File: src/rtl/key_despeckle_comp.sv
// Key despeckle and composite stage: 3-tap horizontal majority filter on the keyer
// flag, fill-colour substitution for keyed pixels, and a per-frame keyed-pixel counter.
module key_despeckle_comp #(
  parameter logic [7:0]  FILL_R    = 8'd0,
  parameter logic [7:0]  FILL_G    = 8'd0,
  parameter logic [7:0]  FILL_B    = 8'd0,
  parameter bit          DESPECKLE = 1'b1,
  parameter int unsigned CNT_W     = 20
) (
  input  logic             clk,
  input  logic             rst,
  input  logic             en,
  input  logic [7:0]       r,
  input  logic [7:0]       g,
  input  logic [7:0]       b,
  input  logic             key_in,
  input  logic             line_start,
  input  logic             frame_start,
  input  logic [23:0]      pass_in,
  output logic [7:0]       outR,
  output logic [7:0]       outG,
  output logic [7:0]       outB,
  output logic             key_out,
  output logic [23:0]      pass_thru,
  output logic [CNT_W-1:0] key_count,
  output logic             count_strobe
);

  typedef struct packed {
    logic [7:0]  r;
    logic [7:0]  g;
    logic [7:0]  b;
    logic        key;
    logic        ls;
    logic        fs;
    logic [23:0] pass;
  } pix_t;

  localparam logic [CNT_W-1:0] CNT_MAX = '1;

  pix_t             in_c;
  pix_t             s1;
  logic             k_prev;
  logic             l_c;
  logic             r_c;
  logic             maj_c;
  logic             kf_c;
  logic             keyed_c;
  logic [CNT_W-1:0] cnt;
  logic [CNT_W-1:0] cnt_inc_c;

  // Bundle the incoming pixel so it travels through the pipe as one word.
  always_comb begin
    in_c      = '0;
    in_c.r    = r;
    in_c.g    = g;
    in_c.b    = b;
    in_c.key  = key_in;
    in_c.ls   = line_start;
    in_c.fs   = frame_start;
    in_c.pass = pass_in;
  end

  // s1 holds the centre pixel; the live input is its right neighbour and
  // k_prev its left neighbour. Line edges replicate the centre key.
  always_comb begin
    l_c       = s1.ls ? s1.key : k_prev;
    r_c       = line_start ? s1.key : key_in;
    maj_c     = (l_c & s1.key) | (l_c & r_c) | (s1.key & r_c);
    kf_c      = DESPECKLE ? maj_c : s1.key;
    keyed_c   = en & kf_c;
    cnt_inc_c = (cnt == CNT_MAX) ? cnt : cnt + CNT_W'(keyed_c);
  end

  always_ff @(posedge clk or posedge rst) begin
    if (rst) begin
      s1     <= '0;
      k_prev <= 1'b0;
    end else begin
      s1     <= in_c;
      k_prev <= s1.key;
    end
  end

  // Output stage; en is sampled in the clock that loads the emitted pixel.
  always_ff @(posedge clk or posedge rst) begin
    if (rst) begin
      outR         <= '0;
      outG         <= '0;
      outB         <= '0;
      key_out      <= 1'b0;
      pass_thru    <= '0;
      key_count    <= '0;
      count_strobe <= 1'b0;
      cnt          <= '0;
    end else begin
      outR      <= keyed_c ? FILL_R : s1.r;
      outG      <= keyed_c ? FILL_G : s1.g;
      outB      <= keyed_c ? FILL_B : s1.b;
      key_out   <= kf_c;
      pass_thru <= s1.pass;
      if (s1.fs) begin
        key_count    <= cnt;
        count_strobe <= 1'b1;
        cnt          <= CNT_W'(keyed_c);
      end else begin
        count_strobe <= 1'b0;
        cnt          <= cnt_inc_c;
      end
    end
  end

endmodule

File: config.mk
export PLATFORM = sky130hd
export DESIGN_NAME = key_despeckle_comp
export DESIGN_NICKNAME = d
export VERILOG_FILES = /design/src/rtl/key_despeckle_comp.sv
export SDC_FILE = /design/constraint.sdc
export NUM_CORES = 1
export LEC_CHECK = 0
export CAP_MARGIN = 20
export CORE_MARGIN = 2
export CORE_UTILIZATION = 45
export DETAILED_ROUTE_END_ITERATION = 8
export GPL_ROUTABILITY_DRIVEN = 0
export PLACE_DENSITY_LB_ADDON = 0.15
export REMOVE_ABC_BUFFERS = 1
export SYNTH_ARGS = -nofsm -noshare
export SYNTH_HDL_FRONTEND = slang
export SYNTH_SLANG_ARGS = --single-unit
File: constraint.sdc
create_clock -name clk -period 16 [get_ports clk]
set_clock_uncertainty 0.2 [all_clocks]
set_input_delay 4 -clock clk [delete_from_list [all_inputs] [get_ports clk]]
set_output_delay 4 -clock clk [all_outputs]
set_load 0.02 [all_outputs]
==> results of run 1 <==
-- final cells by class --
class	instances	area share [%]
Clock buffer	19	6.57
Clock inverter	13	2.29
Inverter	1	0.133
Multi-Input combinational cell	139	15.3
Sequential cell	142	54.1
Tap cell	133	2.53
Timing Repair Buffer	126	19.1
-- power by group --
| part | switching (mW) | total (mW) | internal, mW |
|---|---|---|---|
| logic | 0.0283 | 0.0580 | 0.0297 |
| clock network | 0.148 | 0.377 | 0.229 |
| registers | 0.00462 | 0.379 | 0.375 |
| total | 0.181 | 0.814 | 0.633 |
-- per-layer routing --
layer  vias to the layer above  track usage, %  routed length [um]
met2                        79            24.6                4080
met4                         0            6.67                  66
met3                         4            7.61                 672
li1                       1260               -                   -
met1                      1337            18.9                3230
met5                         -               0                   0
-- state kept, by name, indices dropped and copies added, names as in the netlist --
register / flops
outG: 8
count_strobe: 1
cnt: 20
outR: 8
k_prev: 1
key_out: 1
outB: 8
pass_thru: 24
key_count: 20
s1: 51
-- worst paths after layout --
check / startpoint / endpoint / slack, ns / cells after the start
max: key_in / cnt[17] / 9.19 / 10
min: s1[7] / pass_thru[7] / 0.15 / 0
max reg2reg: s1[25] / cnt[17] / 12.81 / 9
min reg2reg: s1[7] / pass_thru[7] / 0.15 / 0
max in group asynchronous: rst / s1[22] / 10.51 / 3
min in group asynchronous: rst / pass_thru[7] / 3.78 / 2
-- worst max-delay path: stages --
cell	delay [ns]
clkdlybuf4s50_1	0.50
or3_1	0.12
a21oi_1	0.11
nor3b_4	0.83
ha_1	0.35
and4_1	0.35
nand3_1	0.17
a211oi_1	0.31
xnor2_1	0.17
nor2_1	0.06
-- cells by family (layout without fill, tap and decap cells) --
group                      after synthesis  in the layout
xor gates and xnor gates                16             16
DFF                                    142            142
adders and majority gates                2              2
and+or+nand+nor                         78             78
AOI/OAI and AO/OA                       23             23
buffers and inverters                   12            159
muxes                                   20             20
-- layout by cell type, fill, tap and decap left out, drive strengths merged --
cell,instances
a2111oi,2
ha,2
nand2,8
a211oi,3
bufinv,2
clkinvlp,2
nand4,4
dfrtp,142
mux2,20
nor3,1
and4,4
clkinv,3
a41oi,1
nor2,21
nor3b,3
buf,3
inv,7
nor2b,25
nand3,10
o21bai,2
or3,1
and3,1
a311oi,1
a31oi,6
clkbuf,19
xnor2,16
clkdlybuf4s50,123
a21oi,8
-- metrics by stage --
step / power, mW / hold WS, ns / cells / cell area [um2] / utilization (%)
finish: 0.814 / 0.145 / 573 / 6570 / 66.6
global route: 0.850 / 0.145 / 573 / 6570 / 66.6
CTS: 0.827 / 0.147 / 572 / 6560 / 66.5
detailed placement: 0.445 / 0.136 / 540 / 5980 / 60.6
global placement: 0.444 / 0.132 / 540 / 5980 / 60.6
floorplan: 0.409 / 0.131 / 282 / 4560 / -
==> metrics.txt, run 1 <==
number of fill cells 715; Antenna Nets Post-Route 0; CTS buffer count 17; Clk Tree Root Cell clkbuf_8; RSZ-0062 raised after global routing no; Nets 483; status finished clean; Synth Area in Simple Gates 9.67%; leakage 2.86 nW; Synth Area in Compound Gates 3.53%; layout cell share with drive strength beyond 1 14.5%; Hold Crit Class reg2reg; Bufs on Longest Clock Path 2; Final Cycle Share 42.6%; nature of the critical path startpoint input pin; largest family of logic cells by synthesized area simple AND/OR/NAND/NOR gates; Die X 105 um; Synth area leaders dfrtp_1 77%, mux2_2 4.9%, nor2b_1 3.4%; first-pass GRT wire length 13,300 um; crit end category register; vias in the first global route 2,670; area of the multi-input gates 1000 um2; IO buf count 123; DR vias 2,680; Final HPWL DP 5220 um; mux contribution to synthesized area 4.89%; post-synth top area share slightly below 80%; Post-Synth Adder-Cell Area less than 1%; YS warnings 0; 1st-iter DRT viols 93; CTS clock-pin slew for the worst setup and hold paths 0.06 ns; pin count of the biggest net entering global routing 74; Seq/Total Area, Yosys 77.2%; Yosys cell types 30; Ports 124; Mapped Cells 293; Routed WL per cell ~14 um; std cell rows 36; maximum capacitance violations 0; Gates resized, CTS repair 0; drt pass-1 iters 6; worst slack, placed 8.61 ns; register area 3550 um2; Final Max Slew Viols 0; count leader, synth dfrtp_1; Top FF cell, synth dfrtp_1; antenna violations before repair 0; Syn Area/Cell 15.7 um2; post-route worst setup slack approximately 9.2 ns; crit path DAT around 7 ns; final setup fails 0; Hold Violations, Final 0; Max H-tree Level 4; max_slew headroom 32.6%; Syn-to-layout area delta 42.6%; initial core utilization a little under half; maximum VDD drop 0.0740 mV; via density per instance 4.68; Post-synth EDFFs 0; setup TNS 0 ns; PwrDens ~120 nW/um2; Clock Latency Late Sink 0.50 ns; ys async rst share 100%; die area 11,100 um2; overflow left after global routing 0; drc violations 0; diode count 0; dominant cell type by area after synthesis dfrtp_1; Fmax achieved between 100 and 150 MHz; WP data required 16.17 ns; GRT Total Usage 15.8%; XOR/XNOR share of the synthesized area 3.04%; WS Path Type in2reg; CTS sink cnt 142; synthesized area 4600 um2; TritonCTS clock tree built; Yosys reg bits 142; Die Ht 105 um; most common library cells after synthesis 142 x dfrtp_1, 25 x nor2b_1, 20 x mux2_2, 20 x nor2_1, 16 x xnor2_1; Post-CTS Setup Inserts 0; CORE AREA 9860 um2; Tightest Pin Transition 1.01 ns; minimum clock period after layout 6.81 ns; cts hold-fix bufs 0; Crit Path Max Fanout 27; DRT Wirelength 8050 um
No activity file was read; power rests on OpenSTA's default activity.
==> run 2, diff against run 1 <==
==> constraint.sdc (replaced) <==
create_clock -name clk -period 6.29 [get_ports clk]
set_clock_uncertainty 0.2 [all_clocks]
set_input_delay 1.5725 -clock clk [delete_from_list [all_inputs] [get_ports clk]]
set_output_delay 1.5725 -clock clk [all_outputs]
set_load 0.02 [all_outputs]
==> run 2 against run 1 <==
Net effect: sequential power grew to 2.5 times the previous value; sequential share of layout area grew 0.31 points; clock-buffer cell count shrank 1; critical path depth is the same; cell area shrank 0.57%; cell count shrank 0.35%; critical endpoint is now cnt[13].
==> metrics.txt, run 2 (same netlist as run 1, synthesis figures left out) <==
status finished clean (unchanged); CTS clock-pin slew for the worst setup and hold paths 0.06 ns (about the same); DR vias 2,662 (was 2,680); pin count of the biggest net entering global routing 99 (was 74); Reg2Reg Depth 9 (unchanged); RSZ-0062 raised after global routing no (unchanged); diode count 0 (unchanged); die area 11,100 um2 (unchanged); minimum clock period after layout 3.63 ns; IO buf count 123 (unchanged); Gates resized, CTS repair 0 (unchanged); crit path DAT 3.81 ns (was 6.98 ns); leakage 2.83 nW (was 2.86 nW); Max H-tree Level 4 (unchanged); maximum capacitance violations 0 (unchanged); worst reg2reg setup slack 3.82 ns (was 12.81 ns); Die Ht 105 um (unchanged); post-route insts no fill 571 (was 573); Clk Tree Root Cell clkbuf_8 (unchanged); Crit Path Max Fanout 7 (was 27); final setup fails 0 (unchanged); via density per instance 4.66 (was 4.68); most frequent cells in the layout 142 x dfrtp_1, 123 x clkdlybuf4s50_1, 25 x nor2b_1 (unchanged); Final Cycle Share around 58%; Tightest Pin Transition 1.05 ns (was 1.01 ns); slowest stage delay, CP 0.50 ns (was 0.83 ns); Hold Crit Class reg2reg (unchanged); utilization after layout 66.2% (was 66.6%); WS Path Type in2reg (unchanged); PwrDens 309 nW/um2 (was 124 nW/um2); cts hold-fix bufs 0 (unchanged); vias in the first global route 2,652 (was 2,670); Critical path buffers and inverters 1 (unchanged); setup TNS 0 ns (unchanged); CTS buffer count 17 (unchanged); Worst path depth 10 (unchanged); slowest CP cell clkdlybuf4s50_1 (was nor3b_4); critical path cell sequence clkdlybuf4s50_1 > or3_1 > a21oi_1 > nor3b_4 > ha_1 > and4_1 > nand3_1 > a211oi_1 > xnor2_1 > nor2_1 (unchanged); DRT Wirelength 7910 um (was 8050 um); Routed WL per cell 13.9 um (was 14.1 um); overflow left after global routing 0 (unchanged); Syn-to-layout area delta 41.8% (was 42.6%); TritonCTS clock tree built (unchanged); Nets 483 (unchanged); Bufs on Longest Clock Path 2 (unchanged); R2R Path End cnt[13] (was cnt[17]); Post-CTS Setup Inserts 0 (unchanged); placed cell count 541 (was 540); drt pass-1 iters 4 (was 6); crit end category register (unchanged); biggest regs s1: 51 flops, pass_thru: 24 flops (unchanged); initial core utilization 46.7% (unchanged); Clock Latency Late Sink 0.51 ns (was 0.50 ns); std cell rows 36 (unchanged); nature of the critical path startpoint input pin (unchanged); Antenna Nets Post-Route 0 (unchanged); hold path cells 0 (unchanged); antenna violations before repair 0 (unchanged); WP data required 6.47 ns (was 16.17 ns); Die X 105 um (unchanged); maximum VDD drop 0.197 mV (was 0.0740 mV); GRT Total Usage 16.0% (was 15.8%); first-pass GRT wire length 13,200 um (was 13,300 um); worst reg2reg path startpoint s1[25] (unchanged); capture point of the critical path cnt[13] (was cnt[17]); max_slew headroom 29.3% (was 32.6%); layout cell share with drive strength beyond 1 14.2% (was 14.5%); CORE AREA 9860 um2 (unchanged); Hold Violations, Final 0 (unchanged); Fmax achieved around 280 MHz; Power, Total 2.02 mW (was 814 uW); Biggest register s1 (unchanged); post-route worst setup slack 2.66 ns (was 9.19 ns); Crit. Startpoint key_in (unchanged); Top delay family on crit path simple AND/OR/NAND/NOR gates (unchanged); CTS sink cnt 142 (unchanged); Ports 124 (unchanged); worst slack, placed 2.11 ns (was 8.61 ns); commonest non-fill, non-tap cell in the layout dfrtp_1 (unchanged); max reg flops 51 (unchanged); Final Max Slew Viols 0 (unchanged); Final HPWL DP 5130 um (was 5220 um); 1st-iter DRT viols 80 (was 93); drc violations 0 (unchanged)
run 2: layout make-up:
cell class              count  area, um2
inverters                   1       8.76
flip-flops and latches    142       3550
fillers                   734       3340
clock inverters            12        124
repair buffers            126       1250
clock buffers              18        418
well taps                 133        166
multi-input cells         139       1000
run 2: how the worst min path moves through the flow:
stage	from	endpoint	slack, ns
after global placement	s1[0]	pass_thru[0]	0.13
after detailed placement	s1[13]	pass_thru[13]	0.13
after floorplan	s1[0]	pass_thru[0]	0.13
after CTS	s1[15]	pass_thru[15]	0.15
final	s1[22]	pass_thru[22]	0.14
after global routing	s1[7]	pass_thru[7]	0.15
run 2: through the flow:
step	hold WS, ns	cell area [um2]
2_1_floorplan	0.131	4560
3_5_place_dp	0.135	5990
3_3_place_gp	0.132	5990
5_1_grt	0.148	6530
6_report	0.145	6530
4_1_cts	0.148	6530
run 2: layer usage:
metal	part of all wire [%]	track usage, %
met5	0	0
met4	1.5	7.62
met3	9.6	8.67
met2	48	23.2
met1	41	19.4
run 2: power breakdown:
part           internal (mW)  switching [mW]  total, mW
logic                 0.0758          0.0716      0.147
clock network          0.555           0.349      0.904
registers              0.953          0.0115      0.965
==> run 3, diff against run 2 <==
--- a/config.mk
+++ b/config.mk
@@ -7,7 +7,7 @@
 export LEC_CHECK = 0
 export CAP_MARGIN = 20
 export CORE_MARGIN = 2
-export CORE_UTILIZATION = 45
+export CORE_UTILIZATION = 43
 export DETAILED_ROUTE_END_ITERATION = 8
 export GPL_ROUTABILITY_DRIVEN = 0
 export PLACE_DENSITY_LB_ADDON = 0.15
==> constraint.sdc (replaced) <==
create_clock -name clk -period 3 [get_ports clk]
set_clock_uncertainty 0.2 [all_clocks]
set_input_delay 0.75 -clock clk [delete_from_list [all_inputs] [get_ports clk]]
set_output_delay 0.75 -clock clk [all_outputs]
set_load 0.02 [all_outputs]
==> run 3 against run 2 <==
Net effect: clock power is 140% higher; largest cell class unchanged; sequential cell count is the same; largest power group is now clock; cell count is 1.9% higher; via count is 1.2% higher; critical path type unchanged; sequential share of layout area down 1.2 points; critical path depth up 1; non-clock buffer count is 6 higher; register-to-register slack got worse by 3.2 ns; clock-buffer cell count grew 2.
==> metrics.txt, run 3 (same netlist as run 1, synthesis figures left out) <==
initial core utilization 44.4% (was 46.7%); status finished clean (unchanged); Sw Pwr 951 uW (was 432 uW); critical path cell sequence clkdlybuf4s50_1 > or3_1 > a21oi_1 > buf_4 > nor3b_4 > ha_1 > and4_4 > nand2_4 > a2111oi_2 > xnor2_1 > nor2_1 (was clkdlybuf4s50_1 > or3_1 > a21oi_1 > nor3b_4 > ha_1 > and4_1 > nand3_1 > a211oi_1 > xnor2_1 > nor2_1); Final Max Slew Viols 0 (unchanged); setup TNS 0 ns (unchanged); maximum VDD drop 0.366 mV (was 0.197 mV); Hold Violations, Final 0 (unchanged); RSZ-0062 raised after global routing no (unchanged); CORE AREA 10,400 um2 (was 9860 um2); maximum capacitance violations 0 (unchanged); TritonCTS clock tree built (unchanged); Power, Total 4.49 mW (was 2.02 mW); crit path DAT 2.94 ns (was 3.81 ns); placed cell count 550 (was 541); Crit Path Max Fanout 5 (was 7); Tightest Pin Transition 0.723 ns (was 1.05 ns); Nets 489 (was 483); leakage 2.92 nW (was 2.83 nW); Die X 107 um (was 105 um); PwrDens 673 nW/um2 (was 309 nW/um2); post-route insts no fill 582 (was 571); Antenna Nets Post-Route 0 (unchanged); minimum clock period after layout 2.76 ns; Hold Crit Class reg2reg (unchanged); Biggest register s1 (unchanged); DR vias 2,695 (was 2,662); antenna violations before repair 0 (unchanged); DRT Wirelength 8090 um (was 7910 um); Final Cycle Share 92.0%; Flop pwr share 45.0% (was 47.9%); WS Path Type in2reg (unchanged); internal power 3.54 mW (was 1.58 mW); Routed WL per cell 13.9 um (about the same); Final HPWL DP 5360 um (was 5130 um); biggest regs s1: 51 flops, pass_thru: 24 flops (unchanged); crit end category register (unchanged); CTS sink cnt 142 (unchanged); Sw Ratio 21.2% (was 21.4%); WP data required 3.18 ns (was 6.47 ns); commonest non-fill, non-tap cell in the layout dfrtp_1 (unchanged); nature of the critical path startpoint input pin (unchanged); Fmax achieved between 300 and 400 MHz; slowest CP cell clkdlybuf4s50_1 (unchanged); diode count 0 (unchanged); GRT Total Usage 15.7% (was 16.0%); max reg flops 51 (unchanged); slowest stage delay, CP 0.49 ns (was 0.50 ns); CTS clock-pin slew for the worst setup and hold paths 0.06 ns (about the same); Max H-tree Level 4 (unchanged); via density per instance 4.63 (was 4.66); 1st-iter DRT viols 83 (was 80); overflow left after global routing 0 (unchanged); final setup fails 0 (unchanged); Clock Latency Late Sink 0.51 ns (about the same); Ports 124 (unchanged); drt pass-1 iters 4 (unchanged); Post-CTS Setup Inserts 0 (unchanged); clock power share 47.9% (was 44.8%); CTS buffer count 17 (unchanged); cts hold-fix bufs 0 (unchanged); utilization after layout 64.4% (was 66.2%); number of fill cells 786 (was 734); worst slack, placed -0.305 ns (was 2.11 ns); Die Ht 107 um (was 105 um); Syn-to-layout area delta 45.1% (was 41.8%); most frequent cells in the layout 142 x dfrtp_1, 123 x clkdlybuf4s50_1, 25 x nor2b_1 (unchanged); std cell rows 37 (was 36); die area 11,600 um2 (was 11,100 um2); pin count of the biggest net entering global routing 59 (was 99); combinational power share 7.1% (was 7.3%); layout cell share with drive strength beyond 1 15.5% (was 14.2%); IO buf count 123 (unchanged); vias in the first global route 2,741 (was 2,652); post-route worst setup slack 0.239 ns (was 2.66 ns); max_slew headroom 51.8% (was 29.3%); worst reg2reg setup slack 0.64 ns (was 3.82 ns); Bufs on Longest Clock Path 2 (unchanged); Gates resized, CTS repair 0 (unchanged); drc violations 0 (unchanged); first-pass GRT wire length 13,700 um (was 13,200 um); Clk Tree Root Cell clkbuf_8 (unchanged)
-- run 3: changes by cell type in the layout (fill, tap and decap cells not counted) --
cell	before	now
buf_12	0	2
buf_4	3	7
bufinv_16	2	4
clkbuf_1	1	2
clkbuf_8	1	2
clkinv_2	5	1
clkinv_4	1	5
clkinvlp_4	4	1
inv_6	1	2
-- run 3: layout make-up --
type	count	area, um2	area share, %
Clock buffer	20	435	6.52
Clock inverter	12	185	2.77
Inverter	1	8.76	0.131
Multi-Input combinational cell	139	1000	15.0
Sequential cell	142	3550	53.2
Tap cell	136	170	2.55
Timing Repair Buffer	132	1320	19.8
-- run 3: layer usage --
| layer | wire [um] | track usage, % | share of wire [%] | vias to the layer above |
|---|---|---|---|---|
| met5 | 0 | 0 | 0 | - |
| met4 | 137 | 6.32 | 1.7 | 0 |
| met3 | 786 | 8.54 | 9.7 | 15 |
| met2 | 3960 | 22.9 | 49 | 92 |
| met1 | 3210 | 19.6 | 40 | 1323 |
| li1 | - | - | - | 1265 |
-- run 3: stage by stage --
stage	hold slack [ns]	area (um2)
2_1_floorplan	0.131	4560
3_3_place_gp	0.132	6060
3_5_place_dp	0.135	6060
4_1_cts	0.148	6680
5_1_grt	0.153	6680
6_report	0.147	6680
-- run 3: worst paths after layout --
path,startpoint,cells after the start,endpoint
worst min register to register,s1[18],0,pass_thru[18]
max in group asynchronous,rst,3,outG[7]
worst max-delay path,line_start,11,cnt[14]
worst min-delay path,s1[18],0,pass_thru[18]
min in group asynchronous,rst,2,s1[5]
worst max register to register,s1[25],10,cnt[14]
-- run 3: worst max-delay path, delay by kind of cell --
family / cells / cell delay, ns
buffers and inverters: 2 / 0.63
XOR/XNOR: 1 / 0.16
AND/OR/NAND/NOR: 5 / 0.74
adder cells (fa/ha/maj): 1 / 0.22
AO/OA/AOI/OAI: 2 / 0.43
-- run 3: power groups by stage --
stage / Combinational [mW] / Sequential [mW] / Clock (mW)
global route: 0.345 / 2.03 / 2.31
global placement: 0.322 / 2.05 / 0
finish: 0.319 / 2.02 / 2.15
detailed placement: 0.326 / 2.06 / 0
CTS: 0.328 / 2.02 / 2.22
floorplan: 0.0617 / 2.12 / 0
